$ cat src/rtl/gray_count_decoder_pkg.sv
// Shared definitions for the Gray count decoder and its companion Gray counter:
// control state encodings and the Gray-to-binary conversion.
package gray_count_decoder_pkg;

    localparam logic [1:0] ST_NOBASE = 2'd0;
    localparam logic [1:0] ST_BASE   = 2'd1;
    localparam logic [1:0] ST_TRACK  = 2'd2;

    // Widest count the shared conversion supports; narrower counts are zero-extended.
    localparam int GRAY_MAX_W = 32;

    function automatic logic [GRAY_MAX_W-1:0] gray_to_bin(input logic [GRAY_MAX_W-1:0] g);
        logic [GRAY_MAX_W-1:0] b;
        b[GRAY_MAX_W-1] = g[GRAY_MAX_W-1];
        for (int i = GRAY_MAX_W - 2; i >= 0; i--) begin
            b[i] = b[i+1] ^ g[i];
        end
        return b;
    endfunction

endpackage

$ cat src/rtl/gray_count_decoder_gray2bin.sv
// Combinational Gray-to-binary converter for a COUNTER_WIDTH-bit count.
module gray2bin
    import gray_count_decoder_pkg::*;
#(
    parameter int COUNTER_WIDTH = 2
) (
    input  logic [COUNTER_WIDTH-1:0] gray,
    output logic [COUNTER_WIDTH-1:0] bin
);

    // Zero-extended leading Gray bits decode to zero, so truncation is exact.
    assign bin = COUNTER_WIDTH'(gray_to_bin(GRAY_MAX_W'(gray)));

endmodule

$ cat src/rtl/gray_count_decoder.sv
// Two-stage decoder: captures qualified Gray samples, then reports the binary value,
// the step from the previous sample, a saturating running total and a sticky error.
module gray_count_decoder
    import gray_count_decoder_pkg::*;
#(
    parameter int COUNTER_WIDTH = 2,
    parameter int ACC_WIDTH     = 16
) (
    input  logic                     Clk,
    input  logic                     Clear_in,
    input  logic [COUNTER_WIDTH-1:0] GrayCount_in,
    input  logic                     Sample_in,
    output logic [COUNTER_WIDTH-1:0] BinaryCount_out,
    output logic [COUNTER_WIDTH-1:0] Delta_out,
    output logic [ACC_WIDTH-1:0]     Total_out,
    output logic                     Valid_out,
    output logic                     Error_out
);

    function automatic logic [ACC_WIDTH-1:0] sat_add(input logic [ACC_WIDTH-1:0] acc,
                                                     input logic [COUNTER_WIDTH-1:0] step);
        logic [ACC_WIDTH:0] sum;
        sum = {1'b0, acc} + (ACC_WIDTH+1)'(step);
        return sum[ACC_WIDTH] ? {ACC_WIDTH{1'b1}} : sum[ACC_WIDTH-1:0];
    endfunction

    logic [1:0]               state;
    logic                     vld_p1;
    logic [COUNTER_WIDTH-1:0] gray_p1;
    logic [COUNTER_WIDTH-1:0] gray_prev;
    logic [COUNTER_WIDTH-1:0] bin_p1;
    logic [COUNTER_WIDTH-1:0] delta_p1;
    logic [COUNTER_WIDTH-1:0] diff_p1;
    logic                     multi_bit_p1;

    gray2bin #(
        .COUNTER_WIDTH(COUNTER_WIDTH)
    ) u_gray2bin (
        .gray(gray_p1),
        .bin (bin_p1)
    );

    // BinaryCount_out doubles as the previous binary sample.
    assign delta_p1     = bin_p1 - BinaryCount_out;
    assign diff_p1      = gray_p1 ^ gray_prev;
    assign multi_bit_p1 = |(diff_p1 & (diff_p1 - COUNTER_WIDTH'(1)));

    always_ff @(posedge Clk) begin
        if (Clear_in) begin
            state           <= ST_NOBASE;
            vld_p1          <= 1'b0;
            gray_p1         <= '0;
            gray_prev       <= '0;
            BinaryCount_out <= '0;
            Delta_out       <= '0;
            Total_out       <= '0;
            Valid_out       <= 1'b0;
            Error_out       <= 1'b0;
        end else begin
            // Stage 1: capture the qualified Gray sample
            vld_p1 <= Sample_in;
            if (Sample_in) begin
                gray_p1 <= GrayCount_in;
            end

            // Stage 2: decode, difference, accumulate
            Valid_out <= vld_p1;
            if (vld_p1) begin
                BinaryCount_out <= bin_p1;
                gray_prev       <= gray_p1;
                if (state == ST_NOBASE) begin
                    Delta_out <= '0;
                    state     <= ST_BASE;
                end else begin
                    Delta_out <= delta_p1;
                    Total_out <= sat_add(Total_out, delta_p1);
                    if (multi_bit_p1) begin
                        Error_out <= 1'b1;
                    end
                    state <= ST_TRACK;
                end
            end
        end
    end

endmodule

$ cat config.mk
export PLATFORM = sky130hd
export DESIGN_NAME = gray_count_decoder
export DESIGN_NICKNAME = d
export VERILOG_FILES = /design/src/rtl/gray_count_decoder_pkg.sv /design/src/rtl/gray_count_decoder_gray2bin.sv /design/src/rtl/gray_count_decoder.sv
export SDC_FILE = /design/constraint.sdc
export NUM_CORES = 1
export LEC_CHECK = 0
export ABC_AREA = 1
export CAP_MARGIN = 5
export CELL_PAD_IN_SITES_DETAIL_PLACEMENT = 0
export CELL_PAD_IN_SITES_GLOBAL_PLACEMENT = 2
export CORE_MARGIN = 2
export CORE_UTILIZATION = 28
export DETAILED_ROUTE_END_ITERATION = 10
export GPL_TIMING_DRIVEN = 0
export PLACE_DENSITY = 0.76
export SYNTH_ARGS = -nofsm -noshare
export SYNTH_HDL_FRONTEND = slang
export SYNTH_SLANG_ARGS = --single-unit
$ cat constraint.sdc
create_clock -name Clk -period 2.99 [get_ports Clk]
set_input_delay 0.598 -clock Clk [delete_from_list [all_inputs] [get_ports Clk]]
set_output_delay 0.598 -clock Clk [all_outputs]
set_load 0.01 [all_outputs]
# [Word-level counts from Yosys, hierarchy flattened]
# Index checks and enable logic that the tools add are counted.
[classes] addsub=3 n_mul=0 div_mod_pow=0 n_lt_le_gt_ge=0 n_eq_ne=0 shift=0 muxes=3 n_bitwise=4 reduce_logical=4
[op_table] operator="$add 16x2->17" n=1
[op_table] operator="$mux 16" n=1
[op_table] operator="$mux 2" n=2
[op_table] operator="$reduce_and 3->1" n=1
[op_table] operator="$and 2x2->2" n=1
[op_table] operator="$logic_not 2->1" n=1
[op_table] operator="$reduce_and 2->1" n=1
[op_table] operator="$reduce_or 2->1" n=1
[op_table] operator="$sub 2x1->2 const B" n=1
[op_table] operator="$sub 2x2->2" n=1
[op_table] operator="$xor 2x2->2" n=1
[op_table] operator="$not 1->1" n=1
[op_table] operator="$xor 1x1->1" n=1
[totals] reg_bits=29 latch_bits=0 mem_bits_rw=0 rom_bits=0 input_bits=5 out_inout_bits=22 n_memories=0

# [Depth between registers and ports, before layout]
[depth] word_depth=5 ltp_mapped=15 ltp_nobuf=15

# [Hierarchy]
# Synthesis repeated with hierarchy kept, for this count alone.
[hier_totals] cells_unflattened=206 area_unflattened_um2=1532.7
[by_module_without_submodules] mod="gray_count_decoder" n_inst=1 cells_each=200 area_per_inst_um2=1506.4
[by_module_without_submodules] mod="gray2bin" n_inst=1 cells_each=6 area_per_inst_um2=26.3

# [Worst setup path before layout]
# OpenSTA, ideal clock, no wires.
[synth_path] path_type="reg2reg" start="register gray_p1[0]" end="register Total_out[13]" arrival_time_ns=2.069 required_time_ns=2.862 path_slack_ns=0.793 path_stages_with_launch=16 path_buffers=1 period_less_slack_ns=2.197 cell_sequence="dfxtp_1 xor2_1 inv_1 ha_1 inv_1 ha_1 fa_1 nand2_1 nor2_1 nand3_4 nor2_8 nand2_2 buf_6 nand2_1 nor2_1 nor2_1"
[synth_between] elab_chain_len=4
[synth_lines] element="from (decl)" line="gray_count_decoder.sv:29" source="logic [COUNTER_WIDTH-1:0] gray_p1;"
[synth_lines] element="from (signal assigned)" line="gray_count_decoder.sv:63" source="gray_p1 <= GrayCount_in;"
[synth_lines] element="$xor 1x1->1" line="gray_count_decoder_pkg.sv:16" source="b[i] = b[i+1] ^ g[i];"
[synth_lines] element="$sub 2x2->2" line="gray_count_decoder.sv:44" source="assign delta_p1 = bin_p1 - BinaryCount_out;"
[synth_lines] element="$add 16x2->17" line="gray_count_decoder.sv:23" source="sum = {1'b0, acc} + (ACC_WIDTH+1)'(step);"
[synth_lines] element="$mux 16" line="gray_count_decoder.sv:24" source="return sum[ACC_WIDTH] ? {ACC_WIDTH{1'b1}} : sum[ACC_WIDTH-1:0];"
[synth_lines] element="to (signal assigned)" line="gray_count_decoder.sv:76" source="Total_out <= sat_add(Total_out, delta_p1);"
[synth_lines] element="to (decl)" line="gray_count_decoder.sv:15" source="output logic [ACC_WIDTH-1:0] Total_out,"
# Every way passes these cells.
# A chain may end at the register's enable or synchronous reset.

# [Worst setup path after layout]
[layout_path] start="register gray_p1[1]" end="register Total_out[15]"
[layout_between] elab_chain_len=4
[layout_lines] element="$xor 1x1->1" line="gray_count_decoder_pkg.sv:16"
[layout_lines] element="$sub 2x2->2 *" line="gray_count_decoder.sv:44"
[layout_lines] element="$add 16x2->17 *" line="gray_count_decoder.sv:23"
[layout_lines] element="$mux 16 *" line="gray_count_decoder.sv:24"
# Every way passes the cells marked *; elsewhere a longest branch is shown, timed or not.

==> metrics <==
Distinct cells, synth 24; Critical Path Max Stage Delay around 420 ps; Vias approximately 1.2k; GR Util met3 0.02033; Critical Path RT between 3000 and 4000 ps; Reg clk slew, reported paths 100 ps; Total Wirelength 3265 µm; worst path bufs/invs 3; routed vias/inst ~4.3; Placed Area around 0.0017 mm²; crit end category flip-flop; max-cap viol count 0; Fmax roughly 400 MHz; Seq cells post-synth 28; multiplexer share of the synthesized area 0.01449; vias in the first global route around 1.2k; crit-path cells xor2_1 > inv_1 > ha_1 > inv_1 > ha_1 > fa_1 > nand2_1 > nor2_1 > nand3_4 > nor2_8 > nand2_2 > buf_6 > nand2_1 > nor2_1 > nor2_1; first-pass GRT wire length 5237 µm; CTS Root Cell clkbuf_8; # IOs 27; final slew viol count 0; max_slew headroom 0.6225; complex-gate fraction of the synthesized area 0.09873; hold buffers post-CTS 0; post-synthesis sequential area ratio 0.4058; clock sinks 28; latest clock arrival within the worst-skew pair ~280 ps; post-synthesis xor/xnor area fraction 0.05072; cells on worst reg2reg path 15; # diodes 0; main combinational cell family by area after synthesis simple AND/OR/NAND/NOR gates; synthesized netlist cell count ~190; Setup Viol. Count Final 0; syn_area_per_cell ~7 µm²; Die W around 74 µm; die extent in y approximately 74 µm; initial core utilization 0.2905; CP max-delay cell dfxtp_1; CTS tree yes; drt drc 0; pin count of the biggest net entering global routing 17; CP most frequent cell nor2_1; VDD IR max about 160 µV; Avg WL per Cell 11.34 µm; DR iter-0 viols 35; # nets final around 230; Worst Hold Class reg2reg; Overflow after GRT 0; total CTS buffers 3; Rows 25; core area ~0.0048 mm²; status finished, final reports clean; post-synthesis adder-cell area fraction 0.04167; crit share post-route 0.8286; hpwl dp about 2400 µm; Synthesis Warnings 0; Hold Path Cell Cnt 2; # port buffers 25; Syn-to-layout area delta 29.35%; area of the multi-input gates around 700 µm²; worst-margin pin slew 566.2 ps; register-to-register setup slack ~500 ps; GR Layer Usage met1 0.1669; most frequent cells in the layout 38 x nand2_1, 33 x nor2_1, 28 x dfxtp_1; Cell Area, Synth between 0.001 and 0.0015 mm²; post-route minimum period 2477 ps; M2 GR Usage 0.2024; Fin. Hold Viols 0; Initial DRT Pass Iterations 4; Reg area between 500 and 600 µm²; RSZ-0062 raised after global routing false; routability cong. between 0.7 and 0.8; crit path DAT approximately 2700 ps; number of antenna-violating nets in the routed design 0; PwrDens roughly 420 mW/mm²; Synth Area in Simple Gates 0.2908; Static Leak approximately 0.76 nW; post-cts sizing count 0; cell area after layout between 0.0015 and 0.002 mm²; CTS H-tree lvls 1; Most Crowded Layer GR met2; die area roughly 0.0055 mm²; Clock Skew ~2.3 ps; syn nets about 200; GRT Total Usage 0.1258; CP max FO 10; post-route setup TNS 0 ps; Setup CP Type reg2reg; antenna violations before repair 0; most common cell after layout, fill and taps aside nand2_1; Post-CTS Repair Setup Buffers 0; Filler cells 520; WP depth 15; delay-heaviest family, CP simple AND/OR/NAND/NOR gates; Pwr Total ~0.76 mW; crit path launch type flip-flop; share of layout cells above drive strength 1 0.05430; worst-case clock buffer depth 2
[logic make-up (layout without fill, tap and decap cells)]
group | Yosys count | in the layout
buf+inv | 32 | 61
flops | 28 | 28
fa+ha+maj | 4 | 4
compound gates | 26 | 26
simple gates | 92 | 92
mux | 2 | 2
xor+xnor | 8 | 8
[worst reg2reg max path, stage by stage (launching register included)]
cell	delay, ps
dfxtp_1	420
xor2_1	150
inv_1	70
ha_1	280
inv_1	80
ha_1	190
fa_1	210
nand2_1	60
nor2_1	210
nand3_4	160
nor2_8	160
nand2_2	90
buf_6	160
nand2_1	70
nor2_1	40
nor2_1	70
[sequential cells by signal (all words and copies together) (netlist names)]
name             flops
Total_out           16
BinaryCount_out      2
Delta_out            2
gray_p1              2
state                2
Error_out            1
Valid_out            1
gray_prev            1
vld_p1               1
[worst paths after layout]
check | startpoint | end
hold / removal | state[1] | state[1]
hold reg to reg | state[1] | state[1]
setup / recovery | gray_p1[1] | Total_out[15]
setup reg to reg | gray_p1[1] | Total_out[15]
[cell usage after synthesis, drive strengths merged]
master  count  area [µm²]
o21ai       8       40.04
nand3      16       92.59
o21bai      1       7.510
dfxtp      28       560.5
xnor2       1       8.760
xor2        7       61.31
ha          3       37.54
nor3        2       10.01
buf         4       30.02
a21oi      15       75.07
a31oi       1       6.260
o211ai      1       7.510
fa          1       20.02
nor2       34       143.9
nand2      40       155.1
mux2i       2       20.02
inv        27       101.3
clkbuf      1       3.750
[report_power, final]
group / internal (mW) / switching (mW)
clock: 0.179 / 0.128
combinational: 0.0268 / 0.0330
sequential: 0.382 / 0.00787
total: 0.588 / 0.169
[layer usage]
| metal | up-vias | routed length, µm |
|---|---|---|
| met2 | 16 | 1499 |
| met5 | - | 0 |
| met4 | 0 | 34 |
| met1 | 558 | 1670 |
| met3 | 2 | 62 |
| li1 | 657 | - |
[final cells by class]
class | instances | area share
inverter | 27 | 0.05672
buffer | 5 | 0.01891
clock buffer | 3 | 0.02311
clock inverter | 1 | 0.01681
tap | 67 | 0.04692
timing repair buffer | 25 | 0.1401
multi-input combinational | 132 | 0.3838
sequential | 28 | 0.3137
[metrics by stage]
| stage | cells | worst slack (ps) | util | hold WS (ps) |
|---|---|---|---|---|
| floorplan | 192 | 793.4 | - | 430.3 |
| global placement | 284 | 543.5 | 0.3608 | 437.4 |
| detailed placement | 284 | 540.1 | 0.3608 | 444.7 |
| CTS | 288 | 505.0 | 0.3758 | 461.0 |
| global route | 288 | 279.5 | 0.3758 | 501.7 |
| finish | 288 | 512.6 | 0.3758 | 459.4 |
(Power assumes the default switching activity.)
